--- src/rtl/hc_tester_pkg.sv ---
// Shared definitions for the HC02 bring-up tester.
//   state_e : tester sequencing states
//   VEC_W   : vector index width (A and B packed together)
//   ERR_W   : failing-vector counter width (holds 0..256)
//   Y_W     : gate count of the quad NOR
//   nor_exp : reference NOR for one vector
package hc_tester_pkg;

  localparam int VEC_W = 8;
  localparam int ERR_W = 9;
  localparam int Y_W   = 4;

  typedef enum logic [1:0] {IDLE, SETTLE, CHECK, FINISH} state_e;

  function automatic logic [Y_W-1:0] nor_exp(input logic [Y_W-1:0] a,
                                             input logic [Y_W-1:0] b);
    return ~(a | b);
  endfunction

endpackage

--- src/rtl/hc_sync2.sv ---
// Two-flop synchronizer, width-parameterized, async active-low reset.
//   gclk   : destination clock
//   grst_n : async reset, flops load RST_VAL
//   d      : asynchronous input
//   q      : synchronized output (two gclk edges of latency)
module hc_sync2 #(
  parameter int           W       = 4,
  parameter logic [W-1:0] RST_VAL = '1
) (
  input  logic         gclk,
  input  logic         grst_n,
  input  logic [W-1:0] d,
  output logic [W-1:0] q
);

  logic [W-1:0] meta;

  always_ff @(posedge gclk or negedge grst_n) begin
    if (!grst_n) begin
      meta <= RST_VAL;
      q    <= RST_VAL;
    end else begin
      meta <= d;
      q    <= meta;
    end
  end

endmodule

--- src/rtl/hc02_tester.sv ---
// Exhaustive self-checking driver for a 74HC02 quad NOR.
// On START, walks all 256 A/B combinations, holds each for a settle time,
// compares Y against the expected NOR and reports per-vector failures.
//   CLK, RST_N   : clock, async active-low reset
//   START        : run request (ignored while BUSY)
//   Y            : NOR outputs returned from the device under test
//   A, B         : NOR inputs, A = vec[3:0], B = vec[7:4] (registered)
//   BUSY, DONE   : run in progress / run complete (held until next START)
//   PASS         : DONE with no failing vectors
//   ERR_CNT      : number of failing vectors
//   FAIL_VALID   : a failing vector has been captured
//   FIRST_FAIL   : index of the first failing vector
// Build option HC02_TESTER_SYNC_EN: Y goes through a two-flop synchronizer
// (for an external chip); each vector is then held two cycles longer.
module hc02_tester
  import hc_tester_pkg::*;
#(
  parameter int SETTLE_CYCLES = 4
) (
  input  logic             CLK,
  input  logic             RST_N,
  input  logic             START,
  input  logic [Y_W:1]     Y,
  output logic [Y_W:1]     A,
  output logic [Y_W:1]     B,
  output logic             BUSY,
  output logic             DONE,
  output logic             PASS,
  output logic [ERR_W-1:0] ERR_CNT,
  output logic             FAIL_VALID,
  output logic [VEC_W-1:0] FIRST_FAIL
);

  if (SETTLE_CYCLES < 1) begin : g_bad_settle
    $error("hc02_tester: SETTLE_CYCLES must be at least 1");
  end

  // Counter load: the SETTLE state runs load+1 cycles, CHECK adds one more.
`ifdef HC02_TESTER_SYNC_EN
  localparam int SETTLE_LOAD = SETTLE_CYCLES + 1;
`else
  localparam int SETTLE_LOAD = SETTLE_CYCLES - 1;
`endif
  localparam int                CNT_W = $clog2(SETTLE_CYCLES + 2);
  localparam logic [CNT_W-1:0]  LOAD  = CNT_W'(SETTLE_LOAD);

  state_e           state, nstate;
  logic [VEC_W-1:0] vec;
  logic [CNT_W-1:0] cnt;
  logic [Y_W:1]     y_cmp;
  logic             start_acc;
  logic             mismatch;
  logic             last_vec;

`ifdef HC02_TESTER_SYNC_EN
  hc_sync2 #(.W(Y_W), .RST_VAL('1)) u_ysync (
    .gclk   (CLK),
    .grst_n (RST_N),
    .d      (Y),
    .q      (y_cmp)
  );
`else
  assign y_cmp = Y;
`endif

  assign A          = vec[3:0];
  assign B          = vec[7:4];
  assign PASS       = DONE && (ERR_CNT == '0);
  assign last_vec   = (vec == '1);
  assign mismatch   = (y_cmp != nor_exp(vec[3:0], vec[7:4]));
  // FINISH has BUSY low, so a START there begins a fresh run at once.
  assign start_acc  = START && ((state == IDLE) || (state == FINISH));

  always_ff @(posedge CLK or negedge RST_N) begin
    if (!RST_N) state <= IDLE;
    else        state <= nstate;
  end

  always_comb begin
    nstate = state;
    case (state)
      IDLE:    if (start_acc) nstate = SETTLE;
      SETTLE:  if (cnt == '0) nstate = CHECK;
      CHECK:   nstate = last_vec ? FINISH : SETTLE;
      FINISH:  nstate = start_acc ? SETTLE : IDLE;
      default: nstate = IDLE;
    endcase
  end

  always_ff @(posedge CLK or negedge RST_N) begin
    if (!RST_N) begin
      vec        <= '0;
      cnt        <= '0;
      BUSY       <= 1'b0;
      DONE       <= 1'b0;
      ERR_CNT    <= '0;
      FAIL_VALID <= 1'b0;
      FIRST_FAIL <= '0;
    end else if (start_acc) begin
      vec        <= '0;
      cnt        <= LOAD;
      BUSY       <= 1'b1;
      DONE       <= 1'b0;
      ERR_CNT    <= '0;
      FAIL_VALID <= 1'b0;
      FIRST_FAIL <= '0;
    end else begin
      case (state)
        SETTLE: if (cnt != '0) cnt <= cnt - CNT_W'(1);
        CHECK: begin
          if (mismatch) begin
            ERR_CNT <= ERR_CNT + ERR_W'(1);
            if (!FAIL_VALID) begin
              FAIL_VALID <= 1'b1;
              FIRST_FAIL <= vec;
            end
          end
          // BUSY falls and DONE rises on the edge leaving the last CHECK.
          if (last_vec) begin
            BUSY <= 1'b0;
            DONE <= 1'b1;
          end else begin
            vec <= vec + VEC_W'(1);
            cnt <= LOAD;
          end
        end
        default: ;
      endcase
    end
  end

endmodule
--- config.mk ---
export PLATFORM = sky130hd
export DESIGN_NAME = hc02_tester
export DESIGN_NICKNAME = d
export VERILOG_FILES = /design/src/rtl/hc_tester_pkg.sv /design/src/rtl/hc_sync2.sv /design/src/rtl/hc02_tester.sv
export SDC_FILE = /design/constraint.sdc
export NUM_CORES = 1
export LEC_CHECK = 0
export BUFFER_PORTS_ARGS = -buffer_cell sky130_fd_sc_hd__buf_2
export CAP_MARGIN = 5
export CORE_MARGIN = 2
export CORE_UTILIZATION = 59
export DETAILED_ROUTE_END_ITERATION = 10
export PLACE_DENSITY = 0.84
export SYNTH_ARGS = -nofsm -noshare
export SYNTH_HDL_FRONTEND = slang
export SYNTH_SLANG_ARGS = --single-unit
--- constraint.sdc ---
create_clock -name CLK -period 4.8 [get_ports CLK]
set_input_delay 0.72 -clock CLK [delete_from_list [all_inputs] [get_ports CLK]]
set_output_delay 0.72 -clock CLK [all_outputs]
set_load 0.1 [all_outputs]
# [Yosys cells after proc, flatten, opt, wreduce, memory -nomap -nowiden]
# Cells that the tools add are included.
# Widths: inputs -> output; s select.
[op_classes] n_addsub=3 n_eq_ne=11 bitwise=2 reduce_logical=17 muxes=28
[ops] cell="$mux 8" count=7
[ops] cell="$mux 9" count=3
[ops] cell="$mux 1" count=10
[ops] cell="$add 9x1->9 const B" count=1
[ops] cell="$logic_not 9->1" count=1
[ops] cell="$mux 3" count=3
[ops] cell="$add 8x1->8 const B" count=1
[ops] cell="$eq 8x8->1 const B" count=1
[ops] cell="$pmux 2 s4" count=1
[ops] cell="$reduce_and 2->1" count=4
[ops] cell="$mux 2" count=3
[ops] cell="$ne 2x2->1 const B" count=3
[ops] cell="$ne 3x3->1 const B" count=2
[ops] cell="$pmux 3 s2" count=1
[ops] cell="$reduce_and 3->1" count=2
[ops] cell="$reduce_bool 2->1" count=3
[ops] cell="$reduce_bool 3->1" count=2
[ops] cell="$eq 2x2->1 const B" count=2
[ops] cell="$ne 4x4->1" count=1
[ops] cell="$not 4->4" count=1
[ops] cell="$or 4x4->4" count=1
[ops] cell="$logic_not 3->1" count=1
[ops] cell="$sub 3x1->3 const B" count=1
[ops] cell="$eq 2x1->1 const B" count=1
[ops] cell="other kinds (4)" count=5
[totals] wordCells=69 out_inout_bits=29 register_bits=33

# [Depth between registers and ports, before layout]
# Gate-level depths: netlist of run 1.
[depth] word_depth=6 ltp_mapped=7

# [Worst setup path before layout of run 1]
# Ideal clock, no wire load.
[synth_timing] kind="register to output" from="register ERR_CNT[0]" to="output PASS" arrival_ps=4239 path_stages_with_launch=6 slack_ps=-159 t_required_ps=4080 n_path_buf=0 cell_sequence="dfrtp_1 -> inv_1 -> ha_1 -> nor4b_1 -> nand3b_1 -> nor4_1"
[synth_between] elab_chain_cells=2
[synth_rtl] item="start: declaration" line_no="hc02_tester.sv:29" source="output logic [ERR_W-1:0] ERR_CNT,"
[synth_rtl] item="start signal: assignment" line_no="hc02_tester.sv:112" source="ERR_CNT <= ERR_CNT + ERR_W'(1);"
[synth_rtl] item="$logic_not 9->1" line_no="hc02_tester.sv:68" source="assign PASS = DONE && (ERR_CNT == '0);"
[synth_rtl] item="$logic_and 1x1->1" line_no="hc02_tester.sv:68"
[synth_rtl] item="end: declaration" line_no="hc02_tester.sv:28" source="output logic PASS,"
# No other way between the ends.

# [Worst setup path in the final report of run 1]
# Ends and elaborated chain as after synthesis.

==> metrics.md, run 1 <==
| Metric | Value |
|---|---|
| Final Setup Violations | 0 |
| Starting Density | 0.627 |
| # nets final | 261 |
| Clock-pin slew on the worst setup and hold paths | 100 ps |
| First-pass GRT wire length | 6.47 mm |
| Max VDD drop | 0.299 mV |
| WS Path Type | flip-flop to primary output |
| Psw | 0.564 mW |
| Register share of total power | 0.330 |
| Critical path endpoint category | primary output |
| CP Launch Type | flip-flop |
| Post-synth cell types | 40 |
| Pre-antenna DRT Iters | 4 |
| Status | complete, no violations |
| Vias in the first global route | ~1.4k |
| Placed cell count | 282 |
| Num CTS Buffers | 5 |
| Clock skew | 5.24 ps |
| Syn Nets | 230 |
| Die width | 61.4 um |
| GR Overflow Total | 0 |
| DRC | 0 |
| Total Power | around 1.1 mW |
| Int Power | 0.553 mW |
| Post-CTS Setup Inserts | 0 |
| Inserted Diodes | 0 |
| Commonest non-fill, non-tap cells in the layout | nand2_1 (37), buf_2 (35), dfrtp_1 (33) |
| Share of cells above drive strength 1 | 0.207 |
| Die Y | around 61 um |
| GRT Resource Usage Total | 0.236 |
| Hold Path Class | primary input to async pin |
| Final instance area | 2180 um2 |
| Die ar. | 3770 um2 |
| Site row count | 20 |
| RSZ-0062 raised after global routing | false |
| P_leak | approximately 1.1 nW |
| CP max FO | 5 |
| GPL Wtd Cong | 0.791 |
| Switch share | 0.505 |
| H-Tree Level Count | 2 |
| Area grow syn2layout | 12.2% |
| Req. time, crit path | ~4100 ps |
| Post_cts resized | 0 |
| Ports | 36 |
| Yosys top cell by area | dfrtp_1 |
| Area share of the largest cell type after synthesis | 0.425 |
| DRT iter0 DRCs | 92 |
| Hpwl dp | 2.84 mm |
| Clock power frac | 0.161 |
| Root Driver | clkbuf_4 |
| Reg2Reg Depth | 6 |
| Maxcap violations | 0 |
| Clk Latency, worst-skew pair | 340 ps |
| Final Hold Fails | 0 |
| Crit share post-route | 0.565 |
| Crit path arrival time | 1990 ps |
| Max Fclk | approximately 370 MHz |
| ANT nets after route | 0 |
| Final Util | 0.703 |
| CTS Hold Buffers Added | 0 |
| Clock buffer depth | 2 |
| Seq cells post-synth | 33 |
| Core box area | 3100 um2 |
| Final Non-Filler Cells | 290 |
| Syn avg cell area | 9.09 um2 |
| Vias per cell | roughly 5.7 |
| Final Max Slew Viols | 0 |
| Slew @ Worst Pin | 895 ps |
| Wire length per cell | 13.8 um |
| P per Cell Area | 512 nW/um2 |
| Clock sink count | 33 |
| Synth warn | 0 |
| Dpl cell area | 2110 um2 |
| Min cycle time layout | 2710 ps |
| Most common cell after layout, fill and taps aside | nand2_1 |
| WL final | 3.99 mm |
| Setup TNS | 0 ps |
| Ys async rst share | 1.00 |
| Cells after Synth | approximately 210 |
| Initial antenna violation count | 0 |
| Comb power frac | 0.509 |
| IO buf count | 35 |
| Via count | 1667 |
| Top FF cell, synth | dfrtp_1 |
| Synth top area cells | dfrtp_1 (42%), mux2i_1 (7.2%), nand2_1 (7.1%), ha_1 (5.8%), a21oi_1 (4.1%) |
| Post-synth EDFFs | 0 |
| Area of the mapped netlist | 1940 um2 |
| Post-synthesis sequential area ratio | 0.425 |
| Slew HR | 0.401 |
| CTS tree | done |
| Pin count of the biggest net entering global routing | 38 |
[critical path: stages (launching register included)]
cell	delay, ps
dfrtp_1	430
inv_1	90
ha_1	140
nor4b_1	270
nand3b_1	130
nor4_2	130
buf_2	460
[power by group through the flow]
| stage | clock [mW] | sequential, mW | combinational (mW) |
|---|---|---|---|
| final | 0.180 | 0.369 | 0.568 |
| after global routing | 0.197 | 0.376 | 0.617 |
| after CTS | 0.184 | 0.368 | 0.568 |
| after detailed placement | 0 | 0.373 | 0.568 |
| after global placement | 0 | 0.371 | 0.557 |
| after floorplan | 0 | 0.544 | 0.300 |
[final timing paths]
| kind | from | to | slack, ps |
|---|---|---|---|
| worst min register to register | BUSY | BUSY | 490 |
| worst max register to register | state[0] | ERR_CNT[5] | 2820 |
| worst max-delay path | ERR_CNT[0] | PASS | 2090 |
| worst min-delay path | RST_N | FIRST_FAIL[4] | 430 |
| max in group asynchronous | RST_N | DONE | 3910 |
| min in group CLK | BUSY | BUSY | 490 |
[sequential cells by signal, indices dropped and copies added (netlist names)]
signal and flops:
state 2, FAIL_VALID 1, vec 8, DONE 1, ERR_CNT 9, cnt 3, BUSY 1, FIRST_FAIL 8
[cell usage after synthesis (2+ instances only)]
cell type	number
inv_1	8
clkbuf_1	6
xor2_1	2
a2111o_1	3
nand4_1	5
a31oi_1	3
nor2b_1	3
nor2_1	13
or3_1	4
nand2b_1	6
o21ai_1	4
o21ai_0	9
and4_1	4
a21oi_1	16
nand3_1	5
nand2_1	37
nor3_1	5
mux2i_1	14
buf_6	4
dfrtp_1	33
buf_2	2
and3_1	2
ha_1	9
[routing by layer]
layer  GRT usage  wire length [um]  up-vias
met4       0.100                77        0
met1       0.306              1770      790
li1            -                 -      819
met5           0                 0        -
met3      0.0588               218        8
met2       0.378              1930       50
[final cells by class]
class | instances | area (um2)
Multi-Input combinational cell | 161 | 1020
Fill cell | 255 | 922
Sequential cell | 33 | 826
Timing Repair Buffer | 36 | 183
Clock buffer | 7 | 65.1
Tap cell | 44 | 55.1
Inverter | 8 | 30.0
Clock inverter | 1 | 5.00
[per-stage QoR]
step                worst slack, ps  hold WS (ps)
finish                         2090           427
global route                   1910           464
CTS                            2040           437
detailed placement             2430           467
global placement               2460           464
floorplan                      1010           424
[cells by family after synthesis]
| family | synth area share |
|---|---|
| and+or+nand+nor | 0.234 |
| adders and majority gates | 0.0579 |
| AOI/OAI and AO/OA | 0.136 |
| xor gates and xnor gates | 0.0135 |
| muxes | 0.0779 |
| DFF | 0.425 |
| buffers and inverters | 0.0553 |
Note: power is estimated with default switching activity, not from simulation.
==> inputs of run 2 (changes only) <==
CORE_UTILIZATION = 55   (was 59)
PLACE_DENSITY = 0.79   (was 0.84)
clock period = 2.65 ns   (was 4.8 ns; I/O delays follow)
==> metrics.md, run 2 (same netlist as run 1, synthesis figures left out) <==
| Metric | Value |
|---|---|
| Req. time, crit path | 2250 ps (-1830 ps) |
| Die ar. | 4030 um2 (+6.8%) |
| Reg-to-reg slack, setup | 690 ps (-2130 ps) |
| Commonest non-fill, non-tap cells in the layout | nand2_1 (37), buf_2 (35), dfrtp_1 (28) |
| Inserted Diodes | 0 (unchanged) |
| # nets final | 263 (+0.77%) |
| P per Cell Area | 915 nW/um2 (+79%) |
| Total Power | 2.02 mW (+81%) |
| Final instance area | 2210 um2 (+1.5%) |
| Final Non-Filler Cells | 294 (+1.4%) |
| Vias in the first global route | 1611 (+13%) |
| First-pass GRT wire length | 7.21 mm (+12%) |
| GPL Wtd Cong | 0.841 (+6.4%) |
| Most common cell after layout, fill and taps aside | nand2_1 |
| Final Max Slew Viols | 0 (unchanged) |
| RSZ-0062 raised after global routing | false |
| Flip-flop count of the largest register after layout | 9 (unchanged) |
| Initial antenna violation count | 0 (unchanged) |
| Status | complete, no violations |
| Setup TNS | 0 ps (unchanged) |
| Area grow syn2layout | 13.8% |
| FF-to-FF Start | state[0] |
| Clock sink count | 33 (unchanged) |
| GR Overflow Total | 0 (unchanged) |
| Min cycle time layout | 2420 ps |
| Site row count | 21 (+5.0%) |
| Worst Setup SP | ERR_CNT[0] |
| IO buf count | 35 (unchanged) |
| P_leak | 1.11 nW (-0.53%) |
| Hold Path Class | primary input to async pin |
| WL final | 4.05 mm (+1.3%) |
| Starting Density | 0.578 (-0.0485) |
| Final Setup Violations | 0 (unchanged) |
| Die Y | 63.5 um (+3.3%) |
| WHS | 105 ps (-322 ps) |
| Clock-pin slew on the worst setup and hold paths | 100 ps (about the same) |
| ANT nets after route | 0 (unchanged) |
| Maxcap violations | 0 (unchanged) |
| Critical path endpoint category | primary output |
| Largest Register | ERR_CNT |
| Ports | 36 (unchanged) |
| DRT iter0 DRCs | 136 (+48%) |
| Wire length per cell | 13.8 um (about the same) |
| Final Util | 0.658 (-0.0447) |
| H-Tree Level Count | 2 (unchanged) |
| CTS tree | done |
| Dpl cell area | 2150 um2 (+2.1%) |
| Biggest regs | ERR_CNT (9), FIRST_FAIL (8), vec (8) |
| Clock skew | 5.20 ps (-0.0427 ps) |
| Clock buffer depth | 2 (unchanged) |
| WS Path Type | flip-flop to primary output |
| Via count | 1658 (-0.54%) |
| Pre-antenna DRT Iters | 4 (unchanged) |
| Max Fclk | 413 MHz |
| Critical R2R Capture | ERR_CNT[5] |
| Slack of the critical path | 227 ps (-1860 ps) |
| Post-CTS Setup Inserts | 0 (unchanged) |
| DRC | 0 (unchanged) |
| Num CTS Buffers | 5 (unchanged) |
| GRT Resource Usage Total | 0.229 (-0.00688) |
| Core box area | 3360 um2 (+8.4%) |
| Slew HR | 0.523 (+0.122) |
| Final Hold Fails | 0 (unchanged) |
| Reg2Reg Depth | 6 (unchanged) |
| Clk Latency, worst-skew pair | 330 ps (about the same) |
| Slew @ Worst Pin | 715 ps (-180 ps) |
| CTS Hold Buffers Added | 0 (unchanged) |
| Share of cells above drive strength 1 | 0.234 (+0.0266) |
| Place WS | 560 ps (-1870 ps) |
| Root Driver | clkbuf_4 |
| Crit share post-route | 0.914 |
| Crit path arrival time | 2030 ps (+40 ps) |
| CP max FO | 5 (unchanged) |
| Vias per cell | 5.64 (-1.9%) |
| Pin count of the biggest net entering global routing | 34 (-11%) |
| Die width | 63.5 um (+3.3%) |
| Post_cts resized | 0 (unchanged) |
| Hpwl dp | 2.95 mm (+3.7%) |
| CP endpoint | PASS |
| CP Launch Type | flip-flop |
| Max VDD drop | 0.507 mV (+70%) |
| Fillcell total | 296 (+16%) |
| Placed cell count | 286 (+1.4%) |
run 2: layout make-up:
type	instances	area (um2)	share of cell area
sequential	33	837	0.378
timing repair buffer	38	198	0.0893
multi-input combinational	161	1030	0.466
inverter	8	30.0	0.0136
clock buffer	8	58.8	0.0266
tap	46	57.6	0.0260
run 2: worst min path at each step:
stage          startpoint          to  cells past startpoint
6_report            RST_N  ERR_CNT[6]                      1
3_5_place_dp         BUSY        BUSY                      2
2_1_floorplan       RST_N        BUSY                      0
5_1_grt             RST_N  ERR_CNT[6]                      1
3_3_place_gp         BUSY        BUSY                      2
4_1_cts             RST_N  ERR_CNT[6]                      1
run 2: power breakdown:
group | internal (mW) | switching [mW]
Clock | 0.131 | 0.162
Combinational | 0.292 | 0.761
Sequential | 0.585 | 0.0941
run 2: per-layer routing:
metal	GRT usage	wire length, um
met5	0	0
met4	0.117	70
met3	0.0500	208
met2	0.361	1910
met1	0.296	1860
run 2: critical path, cell delays in order (launching register included):
cell and delay, ps:
dfrtp_4 510, inv_2 60, ha_1 120, nor4b_2 170, nand3b_1 150, nor4_4 220
buf_2 460
==> inputs of run 3 (changes only) <==
CORE_UTILIZATION = 50   (was 55)
PLACE_DENSITY = 0.76   (was 0.79)
clock period = 2.07 ns   (was 2.65 ns; I/O delays follow)
==> metrics.md, run 3 (same netlist as run 1, synthesis figures left out) <==
| Metric | Value |
|---|---|
| Site row count | 22 (+4.8%) |
| # nets final | 268 (+1.9%) |
| Die ar. | 4400 um2 (+9.4%) |
| Clock skew | 3.29 ps (-1.91 ps) |
| Placed cell count | 291 (+1.7%) |
| H-Tree Level Count | 2 (unchanged) |
| DRT met1 WL | 2.02 mm (+8.7%) |
| Clock buffer depth | 2 (unchanged) |
| Hold Path Class | primary input to async pin |
| GPL Wtd Cong | 0.851 (+1.1%) |
| CP Launch Type | flip-flop |
| Max Fclk | 493 MHz |
| DR top layer | met4 |
| Final Setup Violations | 0 (unchanged) |
| Hpwl dp | 3.06 mm (+3.6%) |
| CTS tree | done |
| Final Non-Filler Cells | 301 (+2.4%) |
| Largest Register | ERR_CNT |
| Most common cell after layout, fill and taps aside | nand2_1 |
| Pre-antenna DRT Iters | 4 (unchanged) |
| Slew HR | 0.515 (-0.00784) |
| WL final | 4.23 mm (+4.4%) |
| Ports | 36 (unchanged) |
| Root Driver | clkbuf_8 |
| Final Hold Fails | 0 (unchanged) |
| Core box area | 3690 um2 (+9.7%) |
| Share of cells above drive strength 1 | 0.289 (+0.0547) |
| Total Power | 2.84 mW (+40%) |
| Slew @ Worst Pin | 727 ps (+11.8 ps) |
| DR WL met3 | 163 um (-22%) |
| Met2 wire length | 1.99 mm (+4.1%) |
| Crit path arrival time | 1720 ps (-310 ps) |
| IO buf count | 35 (unchanged) |
| First-pass GRT wire length | 7.11 mm (-1.4%) |
| Biggest regs | ERR_CNT (9), FIRST_FAIL (8), vec (8) |
| Commonest non-fill, non-tap cells in the layout | nand2_1 (37), buf_2 (34), dfrtp_1 (20) |
| Pin count of the biggest net entering global routing | 34 (unchanged) |
| Fillcell total | 329 (+11%) |
| DRT iter0 DRCs | 100 (-26%) |
| Die width | 66.4 um (+4.6%) |
| CTS Hold Buffers Added | 0 (unchanged) |
| Status | complete, no violations |
| Num CTS Buffers | 5 (unchanged) |
| CP max FO | 2 (-3) |
| GRT Resource Usage Total | 0.216 (-0.0130) |
| Min cycle time layout | 2030 ps |
| P per Cell Area | 1220 nW/um2 (+33%) |
| ANT nets after route | 0 (unchanged) |
| Starting Density | 0.527 (-0.0510) |
| RSZ-0062 raised after global routing | true |
| DRC | 0 (unchanged) |
| Clock-pin slew on the worst setup and hold paths | 70 ps (-30 ps) |
| Maxcap violations | 0 (unchanged) |
| GR Overflow Total | 0 (unchanged) |
| Die Y | 66.4 um (+4.6%) |
| Vias per cell | 5.42 (-3.9%) |
| P_leak | 1.16 nW (+4.2%) |
| Final Max Slew Viols | 0 (unchanged) |
| Req. time, crit path | 1760 ps (-490 ps) |
| Clock sink count | 33 (unchanged) |
| Critical path endpoint category | primary output |
| Vias in the first global route | 1542 (-4.3%) |
| Initial antenna violation count | 0 (unchanged) |
| Via count | 1632 (-1.6%) |
| Wire length per cell | 14.0 um (+2.0%) |
| WS Path Type | flip-flop to primary output |
| Max VDD drop | 0.538 mV (+6.0%) |
| Crit share post-route | 0.979 |
| Area grow syn2layout | 19.8% |
| Flip-flop count of the largest register after layout | 9 (unchanged) |
| Clk Latency, worst-skew pair | 290 ps (-40 ps) |
| Inserted Diodes | 0 (unchanged) |
==> run 3: path summary, 6_finish.rpt <==
path,endpoint,slack (ps),from,depth (start not counted)
worst max-delay path,PASS,40,ERR_CNT[0],6
worst min-delay path,vec[6],80,RST_N,1
worst max register to register,ERR_CNT[5],210,state[0],6
worst min register to register,BUSY,490,BUSY,2
max in group asynchronous,ERR_CNT[1],1460,RST_N,1
min in group CLK,BUSY,410,START,3
==> run 3: metrics by stage <==
step	worst slack, ps	util	hold slack, ps	setup TNS [ps]	instance area [um2]
after global placement	250	0.598	413	0	2200
after floorplan	-452	-	14.9	-452	1990
after global routing	-50.3	0.632	122	-50.3	2330
final	42.9	0.632	75.7	0	2330
after CTS	10.6	0.632	96.8	0	2330
after detailed placement	214	0.598	420	0	2200
==> run 3: area by class of cell <==
cell class	instances	area (um2)	area share
flip-flops and latches	33	847	0.364
well taps	48	60.1	0.0258
multi-input cells	161	1040	0.447
repair buffers	43	250	0.107
inverters	8	30.0	0.0129
clock inverters	1	5.00	0.00215
clock buffers	7	96.3	0.0414
==> run 3: power breakdown <==
| part | switching, mW | leakage, nW | internal, mW | total [mW] |
|---|---|---|---|---|
| Sequential | 0.111 | 0.416 | 0.754 | 0.865 |
| Combinational | 1.00 | 0.686 | 0.433 | 1.44 |
| Clock | 0.241 | 0.0542 | 0.300 | 0.541 |
| Total | 1.36 | 1.16 | 1.49 | 2.84 |
==> run 3: metal layers <==
| layer | track usage | up-vias |
|---|---|---|
| met1 | 0.273 | 770 |
| met4 | 0.0765 | 0 |
| met5 | 0 | - |
| met2 | 0.343 | 29 |
| met3 | 0.0733 | 6 |
| li1 | - | 827 |
==> run 3: worst max-delay path, cell delays in order, from the launching register on <==
cell and delay, ps:
dfrtp_4 480, inv_2 60, ha_1 150, nor4b_4 180
nand3b_1 140, nor4_4 200, buf_12 210
==> run 3: what timing repair did <==
item,CTS,global route
endpoints found under the setup margin,1,1
gates resized for setup,1,0
pin swaps,2,0
buffers inserted,2,0
